$ cat config.mk
export PLATFORM = sky130hd
export DESIGN_NAME = conv_window_mac
export DESIGN_NICKNAME = d
export VERILOG_FILES = /design/src/rtl/npu_pkg.sv /design/src/rtl/npu_mac_unit.sv /design/src/rtl/conv_window_mac.sv
export SDC_FILE = /design/constraint.sdc
export NUM_CORES = 1
export LEC_CHECK = 0
export BUFFER_PORTS_ARGS = -buffer_cell sky130_fd_sc_hd__buf_2
export CAP_MARGIN = 15
export CORE_UTILIZATION = 50
export CTS_CLUSTER_SIZE = 8
export DETAILED_ROUTE_END_ITERATION = 10
export PLACE_DENSITY = 0.79
export SYNTH_ARGS = -nofsm -noshare
export SYNTH_HDL_FRONTEND = slang
export SYNTH_HIERARCHICAL = 1
export SYNTH_SLANG_ARGS = --single-unit
$ cat constraint.sdc
create_clock -name i_clk -period 9.98 [get_ports i_clk]
set_input_delay 0.998 -clock i_clk [delete_from_list [all_inputs] [get_ports i_clk]]
set_output_delay 0.998 -clock i_clk [all_outputs]
set_load 0.01 [all_outputs]
$ cat src/rtl/npu_pkg.sv
// npu_pkg: shared definitions for the NPU convolution datapath.
//   - state_t      : controller FSM encoding (IDLE / MAC / DONE)
//   - kk()         : tap count of a square kernel
//   - prod_width() : width of signed weight x zero-extended unsigned pixel
//   - KK           : tap count for the default 3x3 kernel
package npu_pkg;

   typedef enum logic [1:0] {
      IDLE = 2'd0,
      MAC  = 2'd1,
      DONE = 2'd2
   } state_t;

   function automatic int kk(input int k);
      return k * k;
   endfunction

   // The pixel gains a zero MSB so it can enter a signed multiply.
   function automatic int prod_width(input int weight_w, input int pixel_w);
      return weight_w + pixel_w + 1;
   endfunction

   localparam int KERNEL_SIZE_DEFAULT = 3;
   localparam int KK                  = kk(KERNEL_SIZE_DEFAULT);

endpackage

$ cat src/rtl/npu_mac_unit.sv
// npu_mac_unit: one multiply-accumulate lane.
//   Multiplies a signed weight by an unsigned pixel, sign-extends the
//   product to the accumulator width and accumulates it.
// Ports:
//   i_clk, i_rst   clock, synchronous active-high reset (clears acc)
//   i_clear        clear accumulator (takes priority over i_en)
//   i_en           accumulate o_sum into the accumulator
//   i_weight       signed weight
//   i_pixel        unsigned pixel
//   o_sum          acc + current product (combinational)
module npu_mac_unit
   import npu_pkg::*;
#(
   parameter int WEIGHT_WIDTH = 8,
   parameter int PIXEL_WIDTH  = 8,
   parameter int ACC_WIDTH    = 21
) (
   input  logic                           i_clk,
   input  logic                           i_rst,
   input  logic                           i_clear,
   input  logic                           i_en,
   input  logic signed [WEIGHT_WIDTH-1:0] i_weight,
   input  logic        [PIXEL_WIDTH-1:0]  i_pixel,
   output logic signed [ACC_WIDTH-1:0]    o_sum
);

   localparam int PROD_W = prod_width(WEIGHT_WIDTH, PIXEL_WIDTH);

   // Sum wraps modulo 2^ACC_WIDTH; no saturation is applied.
   function automatic logic signed [ACC_WIDTH-1:0] sext_prod(
      input logic signed [PROD_W-1:0] p
   );
      return {{(ACC_WIDTH-PROD_W){p[PROD_W-1]}}, p};
   endfunction

   logic signed [PIXEL_WIDTH:0]    pixel_s;
   logic signed [PROD_W-1:0]       prod;
   logic signed [ACC_WIDTH-1:0]    acc_p1;

   assign pixel_s = {1'b0, i_pixel};
   assign prod    = i_weight * pixel_s;
   assign o_sum   = acc_p1 + sext_prod(prod);

   // Stage p1: accumulator register
   always_ff @(posedge i_clk) begin
      if (i_rst || i_clear) begin
         acc_p1 <= '0;
      end else if (i_en) begin
         acc_p1 <= o_sum;
      end
   end

endmodule

$ cat src/rtl/conv_window_mac.sv
// conv_window_mac: dot product of one latched KxK pixel window with the
// weights streamed from the kernel register file, one tap per cycle.
// Ports:
//   i_clk, i_rst  clock, synchronous active-high reset
//   i_start       start request (sampled in IDLE, or in DONE with i_ready)
//   i_window      flattened window, pixel i at [i*PIXEL_WIDTH +: PIXEL_WIDTH]
//   o_busy        high whenever the FSM is not IDLE
//   o_rd_addr     kernel register-file read address (registered source)
//   i_rd_data     weight at o_rd_addr, valid in the same cycle
//   o_result      signed dot product, held while o_valid is high
//   o_valid       result valid, cleared when i_ready is sampled high
//   i_ready       downstream accepts the result
module conv_window_mac
   import npu_pkg::*;
#(
   parameter int KERNEL_SIZE       = 3,
   parameter int KERNEL_ADDR_WIDTH = 5,
   parameter int WEIGHT_WIDTH      = 8,
   parameter int PIXEL_WIDTH       = 8,
   parameter int ACC_WIDTH         = 21
) (
   input  logic                                          i_clk,
   input  logic                                          i_rst,
   input  logic                                          i_start,
   input  logic [KERNEL_SIZE*KERNEL_SIZE*PIXEL_WIDTH-1:0] i_window,
   output logic                                          o_busy,
   output logic [KERNEL_ADDR_WIDTH-1:0]                  o_rd_addr,
   input  logic [WEIGHT_WIDTH-1:0]                       i_rd_data,
   output logic [ACC_WIDTH-1:0]                          o_result,
   output logic                                          o_valid,
   input  logic                                          i_ready
);

   localparam int N_TAPS = kk(KERNEL_SIZE);
   localparam int WIN_W  = N_TAPS * PIXEL_WIDTH;

   state_t                          state;
   state_t                          state_nxt;
   logic                            load;
   logic                            mac_en;
   logic                            last;
   logic [KERNEL_ADDR_WIDTH-1:0]    idx_p0;
   logic [WIN_W-1:0]                window_p0;
   logic [PIXEL_WIDTH-1:0]          pixel;
   logic signed [ACC_WIDTH-1:0]     sum;
   logic signed [ACC_WIDTH-1:0]     result_p2;
   logic                            vld_p2;

   assign last      = (idx_p0 == KERNEL_ADDR_WIDTH'(N_TAPS - 1));
   assign pixel     = window_p0[int'(idx_p0) * PIXEL_WIDTH +: PIXEL_WIDTH];
   assign o_busy    = (state != IDLE);
   assign o_rd_addr = (state == MAC) ? idx_p0 : '0;
   assign o_result  = result_p2;
   assign o_valid   = vld_p2;

   // A new window is accepted from IDLE, or straight out of DONE when the
   // result is consumed in the same cycle (back-to-back, no IDLE bubble).
   always_comb begin
      state_nxt = state;
      load      = 1'b0;
      mac_en    = 1'b0;
      case (state)
         IDLE: begin
            if (i_start) begin
               load      = 1'b1;
               state_nxt = MAC;
            end
         end
         MAC: begin
            mac_en = 1'b1;
            if (last) begin
               state_nxt = DONE;
            end
         end
         DONE: begin
            if (i_ready) begin
               if (i_start) begin
                  load      = 1'b1;
                  state_nxt = MAC;
               end else begin
                  state_nxt = IDLE;
               end
            end
         end
         default: state_nxt = IDLE;
      endcase
   end

   always_ff @(posedge i_clk) begin
      if (i_rst) begin
         state <= IDLE;
      end else begin
         state <= state_nxt;
      end
   end

   // Stage p0: tap index and latched window
   always_ff @(posedge i_clk) begin
      if (i_rst || load) begin
         idx_p0 <= '0;
      end else if (mac_en) begin
         idx_p0 <= idx_p0 + 1'b1;
      end
   end

   always_ff @(posedge i_clk) begin
      if (load) begin
         window_p0 <= i_window;
      end
   end

   npu_mac_unit #(
      .WEIGHT_WIDTH (WEIGHT_WIDTH),
      .PIXEL_WIDTH  (PIXEL_WIDTH),
      .ACC_WIDTH    (ACC_WIDTH)
   ) u_mac (
      .i_clk    (i_clk),
      .i_rst    (i_rst),
      .i_clear  (load),
      .i_en     (mac_en),
      .i_weight ($signed(i_rd_data)),
      .i_pixel  (pixel),
      .o_sum    (sum)
   );

   // Stage p2: result register; the final tap's product is folded in here
   always_ff @(posedge i_clk) begin
      if (i_rst) begin
         result_p2 <= '0;
         vld_p2    <= 1'b0;
      end else if (mac_en && last) begin
         result_p2 <= sum;
         vld_p2    <= 1'b1;
      end else if (state == DONE && i_ready) begin
         vld_p2    <= 1'b0;
      end
   end

endmodule

==> impl_results.md <==
* Tightest Pin Transition at 0.899 ns
* Vias post-DR at 5318
* Status: completed
* CTS Buffer Depth at 2
* Via density at 5.37
* Crit path capture type: flop
* Slew margin rel. at 0.401
* Worst Setup Start Kind: flop
* Power Density at 266 nW/um^2
* Slew Viols, Final at 0
* Vias in the first global route at 5506
* Post-route DRC at 0
* Worst setup margin at 3.50 ns
* CTS tree: yes
* Final wirelength at 16.8 mm
* Per-cell routed wire length at 17.0 um
* Setup Crit Path Kind: flop to flop
* Nets@finish at 991
* Cts hold-fix bufs at 0
* Compound-Gate Fraction of Synth Area at 0.0799
* WHS at 0.489 ns
* FF+latch count, synth at 122
* Remaining Overflow, GRT at 0
* Worst skew pair latency at 0.42 ns
* Port Buffers at 111
* Synthesis-to-layout area growth at 15.9%
* Synth unique cells at 54
* Syn nets at 883
* Tightest Hold Check Type: flop to flop
* XOR/XNOR Fraction of Synth Area at 0.0269
* Post-synth EDFFs at 72
* Synth async-reset ratio at 0
* Mux cell area share after synthesis at 0.0910
* Placed cell count at 959
* Register area at 3160 sq um
* Final ANT Viol Nets at 0
* Layout cells sized above 1 at 0.202
* Hpwl dp at 12.5 mm
* Ports at 112
* Placement Cell Area at 8490 sq um
* Max Cap Violations at 0
* Unrepaired setup endpoints after global routing: no
* Router iterations before antenna repair at 5
* Final RePlAce weighted congestion at 0.872
* # fillers at 1209
* Commonest non-fill, non-tap cell in the layout: buf_2
* Largest net degree at the start of global routing at 76
* Fin area at 9050 sq um
* Worst VDD drop at 0.000193 V
* Dpl ws at 3.53 ns
* Cell count after synthesis at 682
* Initial antenna violation count at 1
* Syn_area_per_cell at 11.5 sq um
* Max Fclk at 154 MHz
* Crit path DAT at 6.83 ns
* Area of the die at 16100 sq um
* CTS sink count at 122
* Worst Clk Skew at 0.00871 ns
* Drt initial violations at 353
* CP Max Fanout at 12
* Clock root cell: clkbuf_16
* Multi-input logic area at 4220 sq um
* Post-CTS setup buffer count at 0
* Final core area utilization at 0.595
* Non-Filler Instances at 991
* Hold Fails Final Rpt at 0
* Leakage at 4.20 nW
* # H-tree levels at 4
* # diodes at 0
* Crit share post-route at 0.650
* Starting density of the core at 0.514
* Num CTS Buffers at 17
* Final TNS setup at 0 ns
* Post-cts repair resize count at 0
* Prevailing post-synth register cell: edfxtp_1
* Global-route usage over all layers at 0.223
* Post-Synth Simple-Gate Area at 0.105
* Seq/Total Area, Yosys at 0.405
* Die extent in y at 127 um
* Die X at 127 um
* Mapped cell area at 7810 sq um
* First-pass GRT wire length at 27.3 mm
* Synth Warn # at 6
* Min Clock Period, post-route at 6.48 ns
* Placement row count at 45
* Setup violators final at 0
* WP data required at 10.33 ns
* Core area at 15200 sq um
* Main combinational cell family by area after synthesis: adder cells
* Most frequent cells in the layout: 111 x buf_2, 76 x inv_1, 72 x edfxtp_1
* Reg clk slew, reported paths at 0.06 ns
* Synth Area in Adders at 0.236
* Power Total at 2.41 mW
final timing paths:
kind                       to  cells past startpoint  slack, ns        startpoint
min reg2reg  u_mac/acc_p1[14]                      2       0.49  u_mac/acc_p1[14]
min          u_mac/acc_p1[14]                      2       0.49  u_mac/acc_p1[14]
max              o_result[13]                     20       3.50         idx_p0[3]
max reg2reg      o_result[13]                     20       3.50         idx_p0[3]
critical path, stage by stage, from the launching register on:
cell	delay, ns
dfxtp_1	0.67
nor2b_1	0.34
and3_1	0.37
nand2_1	0.09
a21oi_1	0.56
nand2_1	0.18
fa_1	0.54
inv_1	0.06
fa_1	0.50
inv_1	0.06
fa_1	0.53
inv_1	0.05
fa_1	0.39
fa_1	0.46
ha_1	0.40
nand4_1	0.15
a311oi_1	0.41
nor2_1	0.13
xnor2_1	0.30
mux2i_1	0.11
nor2_1	0.11
where the power goes:
group / internal, mW / total (mW) / leakage (nW) / switching, mW
registers: 0.575 / 0.591 / 1.09 / 0.0161
logic: 0.479 / 1.23 / 2.83 / 0.755
clock network: 0.347 / 0.584 / 0.282 / 0.237
flip-flops by register name, summed over array words and instances, names as in the netlist:
signal and flops:
window_p0 72, o_result 21, u_mac/acc_p1 21, idx_p0 5, state 2, o_valid 1
layer usage:
metal | up-vias | GRT usage | routed length, um
met4 | 2 | 0.0861 | 374
met2 | 173 | 0.384 | 8550
li1 | 2558 | - | -
met3 | 33 | 0.0507 | 870
met1 | 2552 | 0.272 | 7010
met5 | - | 0 | 13
kinds of logic after synthesis:
family          after synthesis
fa+ha+maj                   117
flops                       122
mux                          58
simple gates                171
xor+xnor                     24
compound gates               89
buf+inv                     101
cell usage after synthesis, types with 4 or more instances:
cell type	count	area [sq um]
xnor2_1	13	114
and2_1	35	219
mux2i_1	50	500
nor2_1	54	203
xor2_1	11	96.3
inv_1	76	285
nand2_1	48	180
buf_2	4	20.0
o21ai_1	8	40.0
nand4_1	6	37.5
edfxtp_1	72	2160
dfxtp_1	50	1000
nor2b_1	5	31.3
ha_1	66	826
a21oi_1	32	160
fa_1	51	1020
o21ai_0	15	75.1
mux4_1	8	210
a221oi_2	7	105
clkbuf_1	12	45.0
nand2b_1	4	25.0
nand3_1	6	30.0
layout make-up:
cell class              count  share of cell area
multi-input cells         459               0.467
flip-flops and latches    122               0.349
repair buffers            114              0.0639
clock buffers              17              0.0470
inverters                  76              0.0315
well taps                 188              0.0260
clock inverters            15              0.0155
No activity file was read; power rests on OpenSTA's default activity.
